File: config.mk
export PLATFORM = sky130hd
export DESIGN_NAME = mas_alu_req_ctrl
export DESIGN_NICKNAME = d
export VERILOG_FILES = /design/src/rtl/mas_alu_req_ctrl_pkg.sv /design/src/rtl/mas_alu_cmd_fifo.sv /design/src/rtl/mas_alu_req_ctrl.sv
export SDC_FILE = /design/constraint.sdc
export NUM_CORES = 1
export LEC_CHECK = 0
export ABC_AREA = 1
export CAP_MARGIN = 0
export CORE_AREA = 3 3 224 226
export CTS_CLUSTER_DIAMETER = 50
export DETAILED_ROUTE_END_ITERATION = 16
export DIE_AREA = 0 0 227 229
export REMOVE_ABC_BUFFERS = 1
export SLEW_MARGIN = 10
export SYNTH_ARGS = -nofsm -noshare
export SYNTH_HDL_FRONTEND = slang
export SYNTH_HIERARCHICAL = 1
export SYNTH_SLANG_ARGS = --single-unit
File: constraint.sdc
create_clock -name clk -period 6.9 [get_ports clk]
set_clock_uncertainty 0.15 [all_clocks]
set_input_delay 2.07 -clock clk [delete_from_list [all_inputs] [get_ports clk]]
set_output_delay 2.07 -clock clk [all_outputs]
set_load 0.05 [all_outputs]
File: src/rtl/mas_alu_req_ctrl_pkg.sv
// Shared types for the ALU request controller: command encoding, FIFO entry
// layout and the request FSM state encoding.
`ifndef MAS_BLEN
`define MAS_BLEN 32
`endif

package mas_alu_req_ctrl_pkg;

    // ALU operation codes; ADD is the reset value of the command output.
    typedef enum logic [2:0] {
        MAS_ALU_ADD = 3'd0,
        MAS_ALU_SUB = 3'd1,
        MAS_ALU_AND = 3'd2,
        MAS_ALU_OR  = 3'd3,
        MAS_ALU_XOR = 3'd4
    } type_mas_alu_cmd;

    // Request FSM states.
    typedef enum logic [1:0] {
        ST_IDLE  = 2'd0,
        ST_ISSUE = 2'd1,
        ST_RESP  = 2'd2
    } type_mas_alu_req_state;

    // One queued command as stored in the command FIFO.
    typedef struct packed {
        type_mas_alu_cmd       cmd;
        logic [`MAS_BLEN-1:0]  op1;
        logic [`MAS_BLEN-1:0]  op2;
    } type_mas_alu_req_entry;

endpackage

File: src/rtl/mas_alu_cmd_fifo.sv
// Small synchronous command FIFO with a registered occupancy count.
// Pointers wrap naturally because DEPTH is a power of two.
module mas_alu_cmd_fifo #(
    parameter int DEPTH = 4,
    parameter int WIDTH = 8
) (
    input  logic             clk,
    input  logic             rst,
    input  logic             push,
    input  logic [WIDTH-1:0] wdata,
    input  logic             pop,
    output logic [WIDTH-1:0] rdata,
    output logic             empty,
    output logic             not_full
);

    localparam int PTR_W = (DEPTH < 2) ? 1 : $clog2(DEPTH);
    localparam int CNT_W = $clog2(DEPTH + 1);
    localparam logic [CNT_W-1:0] DEPTH_C = CNT_W'(DEPTH);

    logic [WIDTH-1:0] mem [DEPTH];
    logic [PTR_W-1:0] wr_ptr;
    logic [PTR_W-1:0] rd_ptr;
    logic [CNT_W-1:0] count;
    logic             do_push;
    logic             do_pop;

    assign not_full = (count < DEPTH_C);
    assign empty    = (count == '0);
    assign do_push  = push && not_full;
    assign do_pop   = pop && !empty;
    assign rdata    = mem[rd_ptr];

    // Storage array: written on accepted pushes only, never reset.
    always_ff @(posedge clk) begin
        if (do_push) begin
            mem[wr_ptr] <= wdata;
        end
    end

    // Pointers and occupancy; simultaneous push and pop leave the count as is.
    always_ff @(posedge clk) begin
        if (rst) begin
            wr_ptr <= '0;
            rd_ptr <= '0;
            count  <= '0;
        end else begin
            if (do_push) begin
                wr_ptr <= wr_ptr + PTR_W'(1);
            end
            if (do_pop) begin
                rd_ptr <= rd_ptr + PTR_W'(1);
            end
            case ({do_push, do_pop})
                2'b10:   count <= count + CNT_W'(1);
                2'b01:   count <= count - CNT_W'(1);
                default: count <= count;
            endcase
        end
    end

endmodule

File: src/rtl/mas_alu_req_ctrl.sv
// ALU request controller: queues commands, issues them one at a time to the
// ALU, waits for the result strobe with a timeout, and holds the result
// until downstream accepts it.
`ifndef MAS_BLEN
`define MAS_BLEN 32
`endif

module mas_alu_req_ctrl
    import mas_alu_req_ctrl_pkg::*;
#(
    parameter int DEPTH   = 4,
    parameter int TIMEOUT = 255
) (
    input  logic                 clk,
    input  logic                 rst,
    input  logic                 in_valid,
    output logic                 in_ready,
    input  type_mas_alu_cmd      in_cmd,
    input  logic [`MAS_BLEN-1:0] in_op1,
    input  logic [`MAS_BLEN-1:0] in_op2,
    output logic                 mas_alu_req,
    output type_mas_alu_cmd      mas_alu_cmd,
    output logic [`MAS_BLEN-1:0] mas_alu_op1,
    output logic [`MAS_BLEN-1:0] mas_alu_op2,
    input  logic                 mas_alu_ready,
    input  logic [`MAS_BLEN-1:0] mas_alu_res,
    output logic                 out_valid,
    input  logic                 out_ready,
    output logic [`MAS_BLEN-1:0] out_res,
    output logic                 out_err,
    output logic                 busy
);

    localparam int ENTRY_W = $bits(type_mas_alu_req_entry);
    localparam int WCNT_W  = (TIMEOUT < 1) ? 1 : $clog2(TIMEOUT + 1);
    localparam logic [WCNT_W-1:0] TIMEOUT_C = WCNT_W'(TIMEOUT);

    type_mas_alu_req_state state;
    type_mas_alu_req_state state_nx;
    type_mas_alu_req_entry push_entry;
    type_mas_alu_req_entry head;
    logic                  fifo_push;
    logic                  fifo_pop;
    logic                  fifo_empty;
    logic                  fifo_not_full;
    logic [WCNT_W-1:0]     wait_cnt;
    logic                  timeout_hit;

    // Upstream is held off during reset so nothing is queued under rst.
    assign in_ready    = fifo_not_full && !rst;
    assign fifo_push   = in_valid && in_ready;
    assign push_entry  = '{cmd: in_cmd, op1: in_op1, op2: in_op2};
    assign timeout_hit = (wait_cnt == TIMEOUT_C);

    assign mas_alu_req = (state == ST_ISSUE);
    assign out_valid   = (state == ST_RESP);
    assign busy        = (state != ST_IDLE) || !fifo_empty;

    mas_alu_cmd_fifo #(
        .DEPTH (DEPTH),
        .WIDTH (ENTRY_W)
    ) u_cmd_fifo (
        .clk      (clk),
        .rst      (rst),
        .push     (fifo_push),
        .wdata    (push_entry),
        .pop      (fifo_pop),
        .rdata    (head),
        .empty    (fifo_empty),
        .not_full (fifo_not_full)
    );

    // FSM state register.
    always_ff @(posedge clk) begin
        if (rst) begin
            state <= ST_IDLE;
        end else begin
            state <= state_nx;
        end
    end

    // Next-state and FIFO pop; a result strobe wins over a coincident timeout.
    always_comb begin
        state_nx = state;
        fifo_pop = 1'b0;
        case (state)
            ST_IDLE: begin
                if (!fifo_empty) begin
                    fifo_pop = 1'b1;
                    state_nx = ST_ISSUE;
                end
            end
            ST_ISSUE: begin
                if (mas_alu_ready || timeout_hit) begin
                    state_nx = ST_RESP;
                end
            end
            ST_RESP: begin
                if (out_ready) begin
                    state_nx = ST_IDLE;
                end
            end
            default: state_nx = ST_IDLE;
        endcase
    end

    // Issue registers, wait counter and captured result; strobes outside ISSUE are ignored.
    always_ff @(posedge clk) begin
        if (rst) begin
            mas_alu_cmd <= MAS_ALU_ADD;
            mas_alu_op1 <= '0;
            mas_alu_op2 <= '0;
            out_res     <= '0;
            out_err     <= 1'b0;
            wait_cnt    <= '0;
        end else begin
            case (state)
                ST_IDLE: begin
                    if (fifo_pop) begin
                        mas_alu_cmd <= head.cmd;
                        mas_alu_op1 <= head.op1;
                        mas_alu_op2 <= head.op2;
                        wait_cnt    <= '0;
                    end
                end
                ST_ISSUE: begin
                    wait_cnt <= wait_cnt + WCNT_W'(1);
                    if (mas_alu_ready) begin
                        out_res <= mas_alu_res;
                        out_err <= 1'b0;
                    end else if (timeout_hit) begin
                        out_res <= '0;
                        out_err <= 1'b1;
                    end
                end
                default: ;
            endcase
        end
    end

endmodule

==> results.txt, run 1 <==
status = completed
H-tree levels = 2
Synth Area in Simple Gates = 10.7%
multi-input logic area = 3400 um2
Crit Path Class = in2out
Die H = 229 um
register area share after synthesis = 72.5%
RSZ-0062 raised after global routing = no
dominant cell type by area after synthesis = edfxtp_1
mux share of post-synthesis cell area = 0%
# Post-CTS Setup Buffers = 0
dpl cells = 1992
Hold EP = out_err$_SDFFE_PP0P_
Tightest Pin Transition = 1.05 ns
slowest stage delay, CP = 0.46 ns
ranking of synthesized cells by area = edfxtp_1, dfxtp_1, nor2_1
Max Cap Viol = 0
final design utilization = 37.9%
vias in the first global route = 9567
asr flop ratio synth = 0%
Clock Latency Late Sink = 0.58 ns
# nets final = 1528
Final Slew Violations = 0
first-pass GRT wire length = 53500 um
top cells by count, synth = nor2_1, edfxtp_1, o21ai_0
Tmin final = 5.07 ns
Vias = 9574
XOR/XNOR Fraction of Synth Area = 0%
Hold Violations, Final = 0
most common cell in the netlist = nor2_1
final wirelength = 35000 um
Initial Util = 29.6%
Slew HR = 29.7%
clock sinks = 387
# IOs = 208
WP buf/inv = 2
fin crit share = 73.6%
Detail Route Antenna Nets = 0
Peak Freq = 0.197 GHz
Post-route DRC = 0
min-delay src = out_err$_SDFFE_PP0P_
Power Dens Cells = 451 nW/um2
area delta synth->final = 27.9%
Most used DFF post-synth = edfxtp_1
CP arrival = 2.85 ns
crit-path cells = clkdlybuf4s50_1 -> nor2_1 -> buf_4
Compound-Gate Fraction of Synth Area = 12.1%
total CTS buffers = 45
post-cts gate resize count = 0
Area after DPL = 16900 um2
Reg clk slew, reported paths = 0.06 ns
fillers = 4651
CTS tree = yes
Synth Register Bits = 387
worst-case clock buffer depth = 3
Syn Inst Count = 1225
fraction of layout cells with a size suffix above 1 = 7.36%
Distinct cells, synth = 29
worst hold stages = 2
CTS Root Cell = clkbuf_16
RR Startpoint = u_cmd_fifo/count[0]$_SDFFE_PP0P_
post-synth top area share = 55.9%
drt via density = 4.61
Final Non-Filler Cells = 2078
pin count of the biggest net entering global routing = 135
Worst R2R Path Depth = 8
Final Setup Violations = 0
routability congestion estimate = 0.706
First-pass DRT Iterations = 5
wire length per cell = 16.8 um
Core Region = 48500 um2
syn_area_per_cell = 11.7 um2
Adder-Cell Fraction of Synth Area = 0.661%
worst hold path type = reg2reg
Setup TNS = 0 ns
dpl hpwl = 19400 um
die width = 227 um
R2R setup slack = 3.76 ns
CTS Hold Bufs = 0
Slowest cell on crit path = clkdlybuf4s50_1
largest family of logic cells by synthesized area = compound AO/OA/AOI/OAI gates
gr usage total = 13.2%
LEAKAGE = 6.30 nW
Port Buf Inserts = 207
worst-path maximum fanout = 2
CP top delay family = buffers and inverters
Reg area = 10400 um2
die area = 52000 um2
antenna violations before repair = 4
Post-synth EDFFs = 268
residual overflow from global routing = 0
worst vdd ir = 264 uV
R2R Path End = mas_alu_op2[14]$_SDFFE_PP0P_
Synthesis Warnings = 6
post-route cell area = 18400 um2
worst endpoint required time = 4.68 ns
final total power = 8.31 mW
Iteration-0 DRC Markers = 565
nature of the critical path startpoint = input port
CP Capture Type = primary output
standard-cell rows = 81
post-synthesis cell area = 14400 um2
through the flow:
| stage | setup slack (ns) | hold WS [ns] |
|---|---|---|
| after global routing | 1.77 | 0.313 |
| after global placement | 1.81 | 0.291 |
| after floorplan | 0.185 | 0.294 |
| after detailed placement | 1.80 | 0.290 |
| after CTS | 1.80 | 0.299 |
| final | 1.83 | 0.297 |
tightest hold or removal path, cell delays in order (launching register included):
cell,delay [ns]
dfxtp_1,0.30
inv_1,0.05
a21oi_1,0.05
power breakdown:
group | internal (mW) | switching (mW) | total, mW
logic | 0.840 | 2.08 | 2.92
clock network | 1.37 | 0.952 | 2.32
registers | 2.86 | 0.208 | 3.07
total | 5.07 | 3.24 | 8.31
metal layers:
layer,vias to the layer above,track usage (%),wire length [um]
met3,65,2.68,1620
li1,4711,-,-
met5,-,0,13
met2,213,22.2,16900
met1,4583,16.6,15400
met4,2,5.14,1040
cell type report:
| cell class | instances | area share, % |
|---|---|---|
| clock inverters | 22 | 1.20 |
| inverters | 34 | 0.727 |
| diodes | 2 | 0.0272 |
| flip-flops and latches | 387 | 56.7 |
| clock buffers | 62 | 6.85 |
| well taps | 622 | 4.23 |
| repair buffers | 220 | 11.8 |
| multi-input cells | 729 | 18.4 |
cells by family after synthesis:
| group | after synthesis |
|---|---|
| AND/OR/NAND/NOR | 393 |
| flip-flops | 387 |
| AO/OA/AOI/OAI | 329 |
| buffers and inverters | 109 |
| adder cells (fa/ha/maj) | 7 |
registers in the layout (all words and copies together), names as in the netlist, named ones only:
| signal | flops |
|---|---|
| state | 2 |
| u_cmd_fifo/count | 3 |
| mas_alu_op2 | 32 |
| mas_alu_cmd | 3 |
| out_res | 32 |
| mas_alu_op1 | 32 |
| out_err | 1 |
| wait_cnt | 8 |
| u_cmd_fifo/wr_ptr | 2 |
| u_cmd_fifo/rd_ptr | 2 |
| u_cmd_fifo/mem | 268 |
how the worst max path moves through the flow:
stage / from / endpoint / slack [ns] / depth (start not counted)
after floorplan: rst / u_cmd_fifo/mem[0][0]$_DFFE_PP_ / 0.19 / 4
after global placement: rst / in_ready / 1.81 / 3
after detailed placement: rst / in_ready / 1.80 / 3
after CTS: rst / in_ready / 1.80 / 3
after global routing: rst / in_ready / 1.77 / 3
final: rst / in_ready / 1.83 / 3
cell usage in the layout, fill, tap and decap left out, types with 2 or more instances in the layout:
cell type        instances
a21oi_1                 45
buf_4                   13
bufinv_16                2
clkbuf_1                11
clkbuf_16               46
clkbuf_8                 5
clkdlybuf4s50_1        206
clkinv_1                 2
clkinv_2                 6
clkinv_4                 2
clkinvlp_4               6
dfxtp_1                117
diode_2                  2
edfxtp_1               268
ha_1                     6
inv_1                   27
inv_2                    5
inv_6                    3
nand2_1                 89
nand2_2                  4
nand3_1                  6
nor2_1                 282
nor2_4                   5
nor3_1                   3
o21ai_0                210
o21ai_1                  4
o22ai_1                 68
Note: power is estimated with default switching activity, not from simulation.
==> run 2, diff against run 1 <==
- clock period: 6.9 -> 5.3 ns (I/O delays scaled with it)
==> results.txt, run 2 (synthesis gave the netlist of run 1 again) <==
CP top delay family = buffers and inverters
pin count of the biggest net entering global routing = 135 (unchanged)
residual overflow from global routing = 0 (unchanged)
Vias = 9727 (+1.6%)
Crit Path Class = in2out
LEAKAGE = 6.55 nW (+3.9%)
CTS tree = yes
ant diodes = 0 (-2)
worst hold path type = reg2reg
first-pass GRT wire length = 55200 um (+3.2%)
CTS Root Cell = clkbuf_16
area delta synth->final = 30.6%
RSZ-0062 raised after global routing = no
number of flip-flops under the largest register name = 268 (unchanged)
CP Capture Type = primary output
First-pass DRT Iterations = 5 (unchanged)
Clock Latency Late Sink = 0.55 ns (-0.03 ns)
Peak Freq = 0.235 GHz
slowest stage delay, CP = 0.52 ns (+0.06 ns)
Final Non-Filler Cells = 2104 (+1.3%)
dpl ws = 0.920 ns (-0.884 ns)
Core Region = 48500 um2 (unchanged)
total CTS buffers = 47 (+4.4%)
fillers = 4649 (-0.043%)
vias in the first global route = 9873 (+3.2%)
fin crit share = 80.3%
Tightest Pin Transition = 0.944 ns (-0.110 ns)
CTS Hold Bufs = 0 (unchanged)
# Post-CTS Setup Buffers = 0 (unchanged)
Top reg by flops = u_cmd_fifo/mem
Port Buf Inserts = 207 (unchanged)
Reg clk slew, reported paths = 0.06 ns (about the same)
clock sinks = 387 (unchanged)
status = completed
Slew HR = 37.1% (+7.3 points)
wire length per cell = 16.9 um (+0.62%)
routability congestion estimate = 0.769 (+8.8%)
standard-cell rows = 81 (unchanged)
fraction of layout cells with a size suffix above 1 = 9.31% (+2.0 points)
H-tree levels = 2 (unchanged)
crit-path cells = clkdlybuf4s50_1 -> nor2_1 -> buf_12
dpl hpwl = 21100 um (+9.0%)
# nets final = 1555 (+1.8%)
worst-path maximum fanout = 4 (+2)
final wirelength = 35600 um (+1.9%)
most common cell after layout, fill and taps aside = nor2_1
final total power = 11.1 mW (+34%)
worst vdd ir = 346 uV (+31%)
Post-route DRC = 0 (unchanged)
commonest non-fill, non-tap cells in the layout = nor2_1, edfxtp_1, o21ai_0, clkdlybuf4s50_1, dfxtp_1
Slowest cell on crit path = clkdlybuf4s50_1
final design utilization = 38.7% (+0.80 points)
gr usage total = 13.5% (+0.32 points)
Final Setup Violations = 0 (unchanged)
Final Slew Violations = 0 (unchanged)
Tmin final = 4.26 ns
worst endpoint required time = 3.56 ns (-1.12 ns)
post-cts gate resize count = 0 (unchanged)
worst-case clock buffer depth = 3 (unchanged)
nature of the critical path startpoint = input port
# IOs = 208 (unchanged)
die width = 227 um (unchanged)
drt via density = 4.62 (+0.34%)
Power Dens Cells = 592 nW/um2 (+31%)
die area = 52000 um2 (unchanged)
Initial Util = 29.6% (unchanged)
antenna violations before repair = 0 (-4)
WP buf/inv = 2 (unchanged)
Detail Route Antenna Nets = 0 (unchanged)
Max Cap Viol = 0 (unchanged)
Iteration-0 DRC Markers = 485 (-14%)
Die H = 229 um (unchanged)
Hold Violations, Final = 0 (unchanged)
worst setup margin = 1.04 ns (-0.782 ns)
dpl cells = 2017 (+1.3%)
CP arrival = 2.52 ns (-0.33 ns)
[run 2: where the power goes]
group          leakage [nW]  switching [mW]  internal, mW
Sequential             3.41           0.279          3.72
Clock                 0.807            1.23          2.07
Combinational          2.33            2.70          1.13
[run 2: worst paths after layout]
| check | depth (start not counted) | start | slack [ns] | endpoint |
|---|---|---|---|---|
| max | 3 | rst | 1.04 | in_ready |
| max reg2reg | 16 | u_cmd_fifo/count[0]$_SDFFE_PP0P_ | 2.31 | u_cmd_fifo/count[2]$_SDFFE_PP0P_ |
| min reg2reg | 2 | out_err$_SDFFE_PP0P_ | 0.30 | out_err$_SDFFE_PP0P_ |
| min | 2 | out_err$_SDFFE_PP0P_ | 0.30 | out_err$_SDFFE_PP0P_ |
[run 2: layer usage]
| metal | wire length, um | part of all wire (%) | track usage, % | vias to the layer above |
|---|---|---|---|---|
| li1 | - | - | - | 4757 |
| met5 | 0 | 0 | 0 | - |
| met2 | 17300 | 49 | 22.8 | 216 |
| met3 | 1750 | 4.9 | 2.78 | 62 |
| met1 | 15700 | 44 | 17.3 | 4692 |
| met4 | 833 | 2.3 | 4.45 | 0 |
[run 2: worst min-delay path, cell delays in order (launching register included)]
cell     delay, ns
dfxtp_1       0.31
inv_1         0.05
a21oi_1       0.05
[run 2: stage by stage]
step           hold WS (ns)  cell area, um2  setup TNS, ns
6_report              0.298           18800              0
2_1_floorplan         0.294           13900        -250.54
4_1_cts               0.302           18800              0
3_5_place_dp          0.293           17200              0
3_3_place_gp          0.287           17200              0
5_1_grt               0.331           18800              0
[run 2: final cells by class]
type / instances / area, um2 / area share [%]
Sequential cell: 387 / 10400 / 55.5
Multi-Input combinational cell: 729 / 3400 / 18.1
Timing Repair Buffer: 245 / 2420 / 12.9
Clock buffer: 60 / 1330 / 7.07
Tap cell: 622 / 778 / 4.14
Clock inverter: 27 / 309 / 1.64
Inverter: 34 / 134 / 0.712
==> run 3, diff against run 2 <==
- clock period: 5.3 -> 3.5 ns (I/O delays scaled with it)
==> results.txt, run 3 (synthesis gave the netlist of run 1 again) <==
Detail Route Antenna Nets = 0 (unchanged)
status = completed
Hold Violations, Final = 0 (unchanged)
Worst R2R Path Depth = 15 (-1)
Max Cap Viol = 0 (unchanged)
die width = 227 um (unchanged)
worst hold stages = 2 (unchanged)
Slowest cell on crit path = clkdlybuf4s50_1
Post-route DRC = 0 (unchanged)
CP Capture Type = primary output
worst hold path type = reg2reg
# IOs = 208 (unchanged)
Port Buf Inserts = 207 (unchanged)
gr usage total = 13.6% (+0.091 points)
CP arrival = 2.18 ns (-0.34 ns)
Tightest Pin Transition = 1.02 ns (+0.0747 ns)
vias in the first global route = 9715 (-1.6%)
Crit Path Class = reg2out
Power Dens Cells = 904 nW/um2 (+53%)
RSZ-0062 raised after global routing = no
residual overflow from global routing = 0 (unchanged)
H-tree levels = 2 (unchanged)
crit-path cells = nand2_2 -> inv_2 -> clkdlybuf4s50_1
Setup TNS = 0 ns (unchanged)
post-cts gate resize count = 0 (unchanged)
worst-path maximum fanout = 9 (+5)
First-pass DRT Iterations = 5 (unchanged)
worst vdd ir = 605 uV (+75%)
CTS Root Cell = clkbuf_16
part of the power in registers = 35.5% (-0.4 points)
worst endpoint required time = 2.30 ns (-1.26 ns)
Reg area = 10400 um2 (unchanged)
# nets final = 1539 (-1.0%)
Vias = 9752 (+0.26%)
wire length per cell = 17.2 um (+1.3%)
Top Metal Used = met5
Iteration-0 DRC Markers = 601 (+24%)
final design utilization = 38.5% (-0.18 points)
die area = 52000 um2 (unchanged)
area delta synth->final = 30.0%
number of flip-flops under the largest register name = 268 (unchanged)
CTS Hold Bufs = 0 (unchanged)
Metal-1 WL = 15600 um (-0.54%)
Gate power share = 35.1% (+0.7 points)
clock network power share = 29.4% (-0.2 points)
routed wire length on met2 = 17600 um (+1.4%)
Initial Util = 29.6% (unchanged)
fraction of layout cells with a size suffix above 1 = 8.31% (-1.0 points)
clock sinks = 387 (unchanged)
standard-cell rows = 81 (unchanged)
routability congestion estimate = 0.699 (-9.0%)
fillers = 4576 (-1.6%)
worst-case clock buffer depth = 3 (unchanged)
final wirelength = 35900 um (+0.69%)
Tmin final = 3.38 ns
commonest non-fill, non-tap cells in the layout = nor2_1, edfxtp_1, o21ai_0, clkdlybuf4s50_1, dfxtp_1
Int Pwr = 10.4 mW (+50%)
Final Slew Violations = 0 (unchanged)
# Post-CTS Setup Buffers = 0 (unchanged)
pin count of the biggest net entering global routing = 135 (unchanged)
dpl hpwl = 21000 um (-0.79%)
CTS tree = yes
Slew HR = 32.1% (-5.0 points)
nature of the critical path startpoint = register
Reg clk slew, reported paths = 0.06 ns (about the same)
Net Sw Frac = 38.6% (+0.79 points)
Top reg by flops = u_cmd_fifo/mem
antenna violations before repair = 3 (+3)
Clock Latency Late Sink = 0.58 ns (+0.03 ns)
drt via density = 4.66 (+0.83%)
Core Region = 48500 um2 (unchanged)
fin crit share = 96.6%
total CTS buffers = 48 (+2.1%)
Die H = 229 um (unchanged)
slowest stage delay, CP = 0.86 ns (+0.34 ns)
LEAKAGE = 6.45 nW (-1.5%)
most common cell after layout, fill and taps aside = nor2_1
met3 WL = 1930 um (+9.9%)
Final Setup Violations = 0 (unchanged)
first-pass GRT wire length = 55200 um (about the same)
NetSw = 6.53 mW (+55%)
Peak Freq = 0.296 GHz
multi-input logic area = 3400 um2 (unchanged)
run 3: final cells by class:
| class | count | share of cell area [%] |
|---|---|---|
| inverters | 34 | 0.715 |
| clock buffers | 58 | 6.95 |
| repair buffers | 228 | 12.4 |
| clock inverters | 32 | 1.85 |
| flip-flops and latches | 387 | 55.8 |
| well taps | 622 | 4.16 |
| multi-input cells | 729 | 18.1 |
| diodes | 2 | 0.0267 |
run 3: final timing paths:
| path | from | end | slack (ns) |
|---|---|---|---|
| max reg2reg | u_cmd_fifo/count[0]$_SDFFE_PP0P_ | u_cmd_fifo/count[2]$_SDFFE_PP0P_ | 1.31 |
| min | out_err$_SDFFE_PP0P_ | out_err$_SDFFE_PP0P_ | 0.30 |
| min reg2reg | out_err$_SDFFE_PP0P_ | out_err$_SDFFE_PP0P_ | 0.30 |
| max | state[0]$_SDFFE_PP0P_ | mas_alu_req | 0.12 |
run 3: power by group through the flow:
stage               Sequential, mW  Clock (mW)  Combinational [mW]
floorplan                     7.74           0                2.04
global placement              6.09           0                5.96
detailed placement            6.10           0                6.03
CTS                           6.02        5.12                6.06
global route                  6.10        5.31                6.48
finish                        6.00        4.98                5.93
run 3: through the flow:
step	setup slack [ns]	instance area (um2)	cells	power [mW]	hold slack [ns]
detailed placement	0.191	17100	2000	12.1	0.299
finish	0.119	18700	2092	16.9	0.303
floorplan	-2.19	13900	1150	9.78	0.294
global placement	0.159	17100	2000	12.1	0.287
global route	0.0332	18700	2090	17.9	0.332
CTS	0.0496	18700	2090	17.2	0.308
run 3: layer usage:
| layer | up-vias | track usage, % |
|---|---|---|
| met5 | - | 0 |
| met4 | 2 | 4.37 |
| met3 | 54 | 3.27 |
| met2 | 212 | 22.8 |
| met1 | 4750 | 17.3 |
| li1 | 4734 | - |
run 3: worst max-delay path: cells and delay by family, from the launching register on:
family,cells,cell delay (ns)
buffers and inverters,2,1.06
flip-flops,1,0.39
AND/OR/NAND/NOR,1,0.16
